===== config.mk =====
export PLATFORM = sky130hd
export DESIGN_NAME = serial_minuend_restore
export DESIGN_NICKNAME = d
export VERILOG_FILES = /design/src/rtl/serial_arith_pkg.sv /design/src/rtl/serial_full_adder_cell.sv /design/src/rtl/serial_minuend_restore.sv
export SDC_FILE = /design/constraint.sdc
export NUM_CORES = 1
export LEC_CHECK = 0
export CAP_MARGIN = 20
export CORE_MARGIN = 4
export CORE_UTILIZATION = 54
export DETAILED_ROUTE_END_ITERATION = 8
export GPL_ROUTABILITY_DRIVEN = 0
export GPL_TIMING_DRIVEN = 0
export PLACE_DENSITY = 0.88
export SYNTH_ARGS = -nofsm -noshare
export SYNTH_HDL_FRONTEND = slang
export SYNTH_SLANG_ARGS = --single-unit

===== constraint.sdc =====
create_clock -name clk -period 2.7 [get_ports clk]
set_clock_uncertainty 0.1 [all_clocks]
set_input_delay 0.54 -clock clk [delete_from_list [all_inputs] [get_ports clk]]
set_output_delay 0.54 -clock clk [all_outputs]
set_load 0.01 [all_outputs]

===== src/rtl/serial_arith_pkg.sv =====
// Shared types and helpers for the bit-serial arithmetic blocks.
// FSM state encoding and counter-width helper.
package serial_arith_pkg;

  typedef enum logic [1:0] {
    ST_IDLE  = 2'd0,
    ST_SHIFT = 2'd1,
    ST_DONE  = 2'd2
  } state_e;

  // Bit-counter width for a WIDTH-bit serial operation (at least 1 bit).
  function automatic int cnt_w(input int w);
    int r;
    r = $clog2(w);
    if (r < 1) r = 1;
    return r;
  endfunction

endpackage


===== src/rtl/serial_full_adder_cell.sv =====
// Single combinational full-adder cell.
// Shared by the serial add/subtract datapath.
module serial_full_adder_cell (
  input  logic a,
  input  logic b,
  input  logic cin,
  output logic s,
  output logic cout
);

  assign s    = a ^ b ^ cin;
  assign cout = (a & b) | (a & cin) | (b & cin);

endmodule


===== src/rtl/serial_minuend_restore.sv =====
// Bit-serial minuend rebuild A = D + B, LSB first, one bit per clock.
// Optional SERIAL_SUB_MODE_EN adds op_sub for D - B with borrow out.
module serial_minuend_restore
  import serial_arith_pkg::*;
#(
  parameter int WIDTH = 8
) (
  input  logic             clk,
  input  logic             rst,
  input  logic             in_valid,
  output logic             in_ready,
  input  logic [WIDTH-1:0] d_in,
  input  logic [WIDTH-1:0] b_in,
`ifdef SERIAL_SUB_MODE_EN
  input  logic             op_sub,
`endif
  output logic             out_valid,
  input  logic             out_ready,
  output logic [WIDTH-1:0] a_out,
  output logic             carry_out
);

  localparam int CW = cnt_w(WIDTH);
  localparam logic [CW-1:0] LAST = CW'(WIDTH - 1);

  state_e           state;
  state_e           state_nx;
  logic [WIDTH-1:0] d_sh;
  logic [WIDTH-1:0] b_sh;
  logic [WIDTH-1:0] res;
  logic [WIDTH-1:0] res_nx;
  logic [CW-1:0]    cnt;
  logic             carry;
  logic             sub_q;
  logic             sub_in;
  logic             fa_s;
  logic             fa_co;
  logic             last;
  logic [WIDTH-1:0] a_q;
  logic             co_q;

`ifdef SERIAL_SUB_MODE_EN
  assign sub_in = op_sub;
`else
  assign sub_in = 1'b0;
`endif

  serial_full_adder_cell u_fa (
    .a    (d_sh[0]),
    .b    (b_sh[0]),
    .cin  (carry),
    .s    (fa_s),
    .cout (fa_co)
  );

  assign last   = (cnt == LAST);
  assign res_nx = {fa_s, res[WIDTH-1:1]};

  // State register.
  always_ff @(posedge clk) begin
    if (rst) state <= ST_IDLE;
    else     state <= state_nx;
  end

  // Next-state logic.
  always_comb begin
    state_nx = state;
    unique case (1'b1)
      (state == ST_IDLE):  if (in_valid)  state_nx = ST_SHIFT;
      (state == ST_SHIFT): if (last)      state_nx = ST_DONE;
      (state == ST_DONE):  if (out_ready) state_nx = ST_IDLE;
      default:             state_nx = ST_IDLE;
    endcase
  end

  // Serial datapath: load on accept, one bit per SHIFT cycle.
  always_ff @(posedge clk) begin
    if (rst) begin
      d_sh  <= '0;
      b_sh  <= '0;
      res   <= '0;
      cnt   <= '0;
      carry <= 1'b0;
      sub_q <= 1'b0;
      a_q   <= '0;
      co_q  <= 1'b0;
    end else begin
      unique case (1'b1)
        (state == ST_IDLE): begin
          if (in_valid) begin
            d_sh  <= d_in;
            b_sh  <= b_in ^ {WIDTH{sub_in}};
            carry <= sub_in;
            sub_q <= sub_in;
            cnt   <= '0;
          end
        end
        (state == ST_SHIFT): begin
          carry <= fa_co;
          res   <= res_nx;
          d_sh  <= d_sh >> 1;
          b_sh  <= b_sh >> 1;
          cnt   <= cnt + 1'b1;
          if (last) begin
            a_q  <= res_nx;
            co_q <= fa_co ^ sub_q;
          end
        end
        default: ;
      endcase
    end
  end

  assign in_ready  = (state == ST_IDLE) && !rst;
  assign out_valid = (state == ST_DONE);
  assign a_out     = a_q;
  assign carry_out = co_q;

endmodule


==> run summary, run 1 <==
Status: finished clean
Commonest non-fill, non-tap cells in the layout: dfxtp_1 (38), a21oi_1 (31), clkdlybuf4s50_1 (29)
Startpoint types: register
Via density per instance: 5.62
Yosys Warn Count: 0
Worst hold slack: 0.358 ns
Width of the die: 61.5 um
CTS H-tree depth: 2
Vias in the first global route: 1309
CP startpoint: state[1]
R2r startpoint: cnt[0]
DRC Markers: 0
Antenna violations before repair: 0
Synth cell types: 24
Core area: 0.00276 mm2
Final Cycle Share: 0.820
Reg2reg end: carry_out
Fin util: 0.708
Syn_nets: 193
CTS root buffer: clkbuf_4
Worst Tran Pin Value: 0.489 ns
Hold_buf cts: 0
Layout cells sized above 1: 0.155
Largest net degree at the start of global routing: 13
Critical Path AT: 1.57 ns
Site row count: 19
Num CTS Buffers: 5
Area growth, synth to finish: 26.3%
Total Routed Length: 3.46 mm
First-pass GRT wire length: 5.58 mm
Drt pass-1 iters: 5
Setup violations, final: 0
Peak VDD IR: 0.000664 V
Mapped Area: 0.00155 mm2
Placed Instance Area: 0.00188 mm2
Die Ht: 61.5 um
TNS Setup: 0 ns
Syn avg cell area: 9.10 um2
Slew Limit Fails: 0
Most common cell after layout, fill and taps aside: dfxtp_1
CTS Sinks: 38
Iter 0 DRT Violations: 83
Total grt overflow: 0
Worst path required time: 2.06 ns
Vias: 1338
R2R depth: 5
ANT cells: 0
Pwr/cell area: 573 mW/mm2
Multi-input gate area: 644 um2
Hold Crit Class: register to register
Placed cells: 230
Min Tclk post-route: 2.21 ns
I/O pin count: 31
Clock buffer depth: 2
Syn Inst Count: 170
Final hold vios: 0
#FFs+latches synth: 38
Post-DP HPWL: 2.38 mm
Crit path kind: register to primary output
CTS tree: yes
Post-route cell area: 0.00195 mm2
WL/cell: 14.5 um
Die area: 0.00378 mm2
Setup bufs post-CTS: 0
Total of max-cap violations: 0
Fill count: 234
Final #Nets: 229
Seq/Total Area, Yosys: 0.492
Worst setup endpoint: out_valid
CP endpoint kind: primary output
Clk slew on worst S/H paths: 0.12 ns
R2R Setup Slk: 1.19 ns
Max_slew headroom: 0.673
Sequential cell area: 761 um2
Initial core utilization: 0.561
Final ANT Viol Nets: 0
Crit-path max FO: 9
Port bufs: 29
Final non-filler cell total: 238
Tot GR Track Use: 0.203
Clock latency on the worst-skew pair: 0.35 ns
Fmax: 452 MHz
Post-CTS sizing: 0
RSZ-0062 raised after global routing: false
Leak: 0.730 nW
[power breakdown]
part	switching, W	leakage (nW)	internal [W]
Clock	0.000190	0.0450	0.000192
Sequential	0.0000162	0.311	0.000586
Combinational	0.0000632	0.374	0.0000716
Total	0.000269	0.730	0.000849
[through the flow]
step / power, W / setup WS (ns)
after CTS: 0.00112 / 0.473
after global placement: 0.000741 / 0.546
final: 0.00112 / 0.485
after global routing: 0.00117 / 0.366
after detailed placement: 0.000746 / 0.520
after floorplan: 0.000695 / 1.07
[registers in the layout (all words and copies together) (netlist names)]
| signal | flops |
|---|---|
| a_out | 8 |
| res | 7 |
| d_sh | 8 |
| state | 2 |
| b_sh | 8 |
| carry | 1 |
| cnt | 3 |
| carry_out | 1 |
[final cells by class]
cell class                      count  area share
Inverter                           14      0.0269
Timing Repair Buffer               29       0.149
Sequential cell                    38       0.389
Buffer                             13      0.0455
Tap cell                           31      0.0199
Clock inverter                      3      0.0205
Clock buffer                        5      0.0192
Multi-Input combinational cell    105       0.330
[metal layers]
metal / routed length, um / GRT usage / up-vias
li1: - / - / 664
met1: 1490 / 0.246 / 646
met2: 1780 / 0.335 / 24
met3: 152 / 0.0503 / 4
met4: 33 / 0.100 / 0
met5: 0 / 0 / -
[cells by family (layout without fill, tap and decap cells)]
family                     Yosys count  in the layout  synth area share
DFF                                 38             38             0.492
adders and majority gates            3              3            0.0291
buffers and inverters               27             64            0.0914
AOI/OAI and AO/OA                   52             52             0.236
muxes                                1              1           0.00647
and+or+nand+nor                     49             49             0.145
[worst min path at each step]
stage / start / cells past startpoint / slack, ns / end
global placement: res[1] / 2 / 0.34 / res[1]
CTS: a_out[3] / 2 / 0.36 / a_out[3]
finish: a_out[2] / 2 / 0.36 / a_out[2]
global route: a_out[2] / 2 / 0.38 / a_out[2]
floorplan: res[1] / 2 / 0.34 / res[1]
detailed placement: a_out[5] / 2 / 0.35 / a_out[5]
[Yosys cell counts]
library cell  instances  area (um2)
buf_2                 2        10.0
a22oi_1               5        37.5
nand3b_1              1        7.51
buf_6                 4        45.0
a21oi_1              31         155
nand2_1              24        90.1
clkbuf_1              5        18.8
nand3_1               9        45.0
nor2_1                8        30.0
nor2_2                1        6.26
o221a_2              14         158
o21bai_1              1        7.51
nand2b_1              2        12.5
mux2i_1               1        10.0
nor2b_1               1        6.26
fa_1                  1        20.0
dfxtp_1              38         761
nor3_1                1        5.00
nor2b_4               1        13.8
buf_4                 2        15.0
inv_1                14        52.6
nor3b_1               1        7.51
ha_1                  2        25.0
a211oi_1              1        7.51
[critical path, cell delays in order (launching register included)]
cell and delay, ns:
dfxtp_1 0.34, buf_6 0.13, nor2b_1 0.18, clkdlybuf4s50_1 0.56
(Power assumes the default switching activity.)
==> run 2, diff against run 1 <==
--- a/config.mk
+++ b/config.mk
@@ -7,11 +7,11 @@
 export LEC_CHECK = 0
 export CAP_MARGIN = 20
 export CORE_MARGIN = 4
-export CORE_UTILIZATION = 54
+export CORE_UTILIZATION = 45
 export DETAILED_ROUTE_END_ITERATION = 8
 export GPL_ROUTABILITY_DRIVEN = 0
 export GPL_TIMING_DRIVEN = 0
-export PLACE_DENSITY = 0.88
+export PLACE_DENSITY = 0.79
 export SYNTH_ARGS = -nofsm -noshare
 export SYNTH_HDL_FRONTEND = slang
 export SYNTH_SLANG_ARGS = --single-unit
==> constraint.sdc (replaced) <==
create_clock -name clk -period 1.8 [get_ports clk]
set_clock_uncertainty 0.1 [all_clocks]
set_input_delay 0.36 -clock clk [delete_from_list [all_inputs] [get_ports clk]]
set_output_delay 0.36 -clock clk [all_outputs]
set_load 0.01 [all_outputs]
==> run summary, run 2 (same netlist as run 1, synthesis figures left out) <==
Status: finished clean
Setup violations, final: 0
Crit path kind: register to primary output
Pwr/cell area: 850 mW/mm2
Min Tclk post-route: 1.69 ns
Peak VDD IR: 0.000639 V
Final ANT Viol Nets: 0
Post-route cell area: 0.00197 mm2
Final hold vios: 0
Vias: 1279
Int Power: 0.00131 W
Core area: 0.00334 mm2
Clock buffer depth: 2
Hold_buf cts: 0
Total grt overflow: 0
Cell family with most CP delay: buffers and inverters
Worst Tran Pin Value: 0.504 ns
Post-DP HPWL: 2.23 mm
Width of the die: 66.6 um
First-pass GRT wire length: 4.94 mm
RSZ-0062 raised after global routing: false
Num CTS Buffers: 5
Startpoint types: register
Worst path required time: 1.34 ns
Hold Crit Class: primary input to register
Drt pass-1 iters: 4
Initial core utilization: 0.463
R2R depth: 5
ANT cells: 0
Leak: 0.736 nW
Cell Chain, Critical Path: buf_6, nor2b_1, dlygate4sd2_1
Tot GR Track Use: 0.146
Final Cycle Share: 0.940
Net Sw Frac: 0.220
Hold Path Depth: 2
Commonest non-fill, non-tap cells in the layout: dfxtp_1 (38), a21oi_1 (31), clkdlybuf4s50_1 (27)
Area growth, synth to finish: 27.6%
Die Ht: 66.6 um
Layout cells sized above 1: 0.150
Total Routed Length: 3.00 mm
DRC Markers: 0
Min-Delay Endpoint: cnt[0]
Antenna violations before repair: 0
Clk slew on worst S/H paths: 0.10 ns
Sw power: 0.000369 W
Critical Path AT: 1.23 ns
Seq pwr share: 0.538
Crit-path max cell delay: 0.33 ns
Placed Instance Area: 0.00189 mm2
CP endpoint kind: primary output
I/O pin count: 31
CTS tree: yes
Max_slew headroom: 0.663
Vias in the first global route: 1121
R2R Setup Slk: 0.27 ns
Reg2reg end: a_out[7]
WL/cell: 11.9 um
Clock power frac: 0.346
Iter 0 DRT Violations: 57
Final #Nets: 229
Placement Setup Slack: -0.00483 ns
Largest net degree at the start of global routing: 12
Via density per instance: 5.08
Combinational group share of total power: 0.116
Crit-path max FO: 9
Total of max-cap violations: 0
Clock latency on the worst-skew pair: 0.33 ns
CTS H-tree depth: 2
Bufs and invs on worst path: 2
Most common cell after layout, fill and taps aside: dfxtp_1
CTS root buffer: clkbuf_4
CTS Sinks: 38
Slew Limit Fails: 0
Setup ws final: 0.108 ns
Worst hold path startpoint: rst
Port bufs: 29
Worst path slowest cell: dfxtp_1
Fmax: 591 MHz
Site row count: 21
R2r startpoint: cnt[0]
Die area: 0.00444 mm2
run 2: stage by stage:
stage	power (W)	TNS (ns)	hold WS, ns	std cells	utilization
2_1_floorplan	0.00104	0	0.337	170	-
3_3_place_gp	0.00111	-0.0115	0.344	245	0.568
3_5_place_dp	0.00112	-0.00483	0.348	245	0.568
4_1_cts	0.00170	0	0.289	252	0.591
5_1_grt	0.00176	0	0.305	252	0.591
6_report	0.00168	0	0.299	252	0.591
run 2: what timing repair did:
item	CTS	global route
buffers inserted	0	0
endpoints found under the setup margin	2	0
resized for setup	2	0
run 2: worst max-delay path by stage:
stage,start,endpoint,depth (start not counted)
finish,state[1],out_valid,3
global route,state[1],in_ready,3
CTS,state[1],out_valid,3
detailed placement,rst,in_ready,3
global placement,rst,in_ready,3
floorplan,rst,in_ready,2
run 2: final cells by class:
type	count	area (um2)
plain buffers	13	88.8
clock buffers	6	51.3
clock inverters	1	30.0
fillers	341	1360
inverters	14	52.6
multi-input cells	105	644
flip-flops and latches	38	761
well taps	46	57.6
repair buffers	29	288
run 2: metal layers:
metal / wire [um] / GRT usage / share of wire
met1: 1390 / 0.177 / 0.46
met3: 159 / 0.0506 / 0.053
met2: 1410 / 0.241 / 0.47
met5: 0 / 0 / 0
met4: 38 / 0.0457 / 0.013
run 2: power groups by stage:
stage / sequential (W) / combinational (W) / clock [W]
finish: 0.000901 / 0.000195 / 0.000580
detailed placement: 0.000920 / 0.000198 / 0
global route: 0.000906 / 0.000216 / 0.000637
floorplan: 0.000914 / 0.000128 / 0
global placement: 0.000919 / 0.000196 / 0
CTS: 0.000902 / 0.000197 / 0.000597
==> run 3, diff against run 2 <==
--- a/config.mk
+++ b/config.mk
@@ -7,11 +7,11 @@
 export LEC_CHECK = 0
 export CAP_MARGIN = 20
 export CORE_MARGIN = 4
-export CORE_UTILIZATION = 45
+export CORE_UTILIZATION = 50
 export DETAILED_ROUTE_END_ITERATION = 8
 export GPL_ROUTABILITY_DRIVEN = 0
 export GPL_TIMING_DRIVEN = 0
-export PLACE_DENSITY = 0.79
+export PLACE_DENSITY = 0.83
 export SYNTH_ARGS = -nofsm -noshare
 export SYNTH_HDL_FRONTEND = slang
 export SYNTH_SLANG_ARGS = --single-unit
==> constraint.sdc (replaced) <==
create_clock -name clk -period 1.86 [get_ports clk]
set_clock_uncertainty 0.1 [all_clocks]
set_input_delay 0.372 -clock clk [delete_from_list [all_inputs] [get_ports clk]]
set_output_delay 0.372 -clock clk [all_outputs]
set_load 0.01 [all_outputs]
==> run summary, run 3 (same netlist as run 1, synthesis figures left out) <==
Status: finished clean
Tot GR Track Use: 0.184
Sequential cell area: 761 um2
Worst path required time: 1.39 ns
Antenna violations before repair: 0
Num CTS Buffers: 5
Total of max-cap violations: 0
Total Routed Length: 3.49 mm
CP endpoint kind: primary output
Hold Crit Class: primary input to register
Via density per instance: 5.52
Final ANT Viol Nets: 0
Initial core utilization: 0.542
Seq pwr share: 0.494
Area growth, synth to finish: 28.0%
Crit path kind: register to primary output
CTS Sinks: 38
Critical Path AT: 1.30 ns
Slew Limit Fails: 0
Pwr/cell area: 894 mW/mm2
Most common cell after layout, fill and taps aside: dfxtp_1
Largest net degree at the start of global routing: 14
Clk slew on worst S/H paths: 0.13 ns
ANT cells: 0
Hold_buf cts: 0
Final #Nets: 229
Worst Tran Pin Value: 0.601 ns
Core area: 0.00285 mm2
CTS root buffer: clkbuf_4
I/O pin count: 31
Die area: 0.00405 mm2
Clock latency on the worst-skew pair: 0.34 ns
Post-DP HPWL: 2.47 mm
Width of the die: 63.6 um
Setup violations, final: 0
First-pass GRT wire length: 5.83 mm
CTS H-tree depth: 2
Final Cycle Share: 0.955
Vias: 1313
Total grt overflow: 0
WL/cell: 14.7 um
TNS Setup: 0 ns
Placement Setup Slack: 0.0239 ns
Fill count: 224
Iter 0 DRT Violations: 77
Setup ws final: 0.0846 ns
Multi-input gate area: 644 um2
Port bufs: 29
Fin util: 0.694
Leak: 0.747 nW
Min Tclk post-route: 1.78 ns
CTS tree: yes
Startpoint types: register
Peak VDD IR: 0.000651 V
Sw power: 0.000395 W
Clock power frac: 0.397
Crit-path max FO: 9
Die Ht: 63.6 um
PnR Total Power: 0.00177 W
Final hold vios: 0
Commonest non-fill, non-tap cells in the layout: dfxtp_1 (38), a21oi_1 (31), clkdlybuf4s50_1 (27)
Fmax: 563 MHz
Setup bufs post-CTS: 0
Drt pass-1 iters: 4
WL met3: 162 um
RSZ-0062 raised after global routing: false
Layout cells sized above 1: 0.155
DR top layer: met4
Vias in the first global route: 1296
Int Power: 0.00137 W
Met1 wire length: 1.46 mm
Clock buffer depth: 2
Net Sw Frac: 0.223
DRC Markers: 0
Met2 wire len: 1.83 mm
Site row count: 19
Combinational group share of total power: 0.109
Max_slew headroom: 0.599
## run 3: worst max-delay path: stages (launching register included)
cell	delay, ns
dfxtp_1	0.35
buf_6	0.13
nor2b_1	0.19
dlygate4sd2_1	0.29
## run 3: power groups by stage
stage | registers (W) | clock network (W) | logic [W]
finish | 0.000873 | 0.000702 | 0.000194
global route | 0.000879 | 0.000748 | 0.000214
CTS | 0.000873 | 0.000709 | 0.000195
detailed placement | 0.000891 | 0 | 0.000193
global placement | 0.000889 | 0 | 0.000186
floorplan | 0.000885 | 0 | 0.000124
## run 3: repair_timing
item                                    CTS  global route
endpoints found under the setup margin    2             0
hold endpoints to repair                  0             0
gates resized for setup                   2             0
## run 3: worst paths after layout
check	from	to	slack [ns]	depth (start not counted)
worst max-delay path	state[1]	out_valid	0.08	3
worst max register to register	cnt[0]	a_out[1]	0.36	5
worst min-delay path	rst	carry	0.31	2
worst min register to register	a_out[1]	a_out[1]	0.37	2
## run 3: layer usage
metal	GRT usage	up-vias
li1	-	658
met1	0.215	624
met2	0.321	27
met3	0.0533	4
met4	0.0566	0
met5	0	-
## run 3: area by class of cell
type,instances,area share
buffer,13,0.0449
clock buffer,5,0.0190
clock inverter,3,0.0348
inverter,14,0.0265
multi-input combinational,105,0.326
sequential,38,0.384
tap,31,0.0196
timing repair buffer,29,0.145
## run 3: stage by stage
step | area [um2] | cells | hold slack, ns
floorplan | 1550 | 170 | 0.337
global placement | 1880 | 230 | 0.344
detailed placement | 1880 | 230 | 0.353
CTS | 1980 | 238 | 0.311
global route | 1980 | 238 | 0.322
finish | 1980 | 238 | 0.308
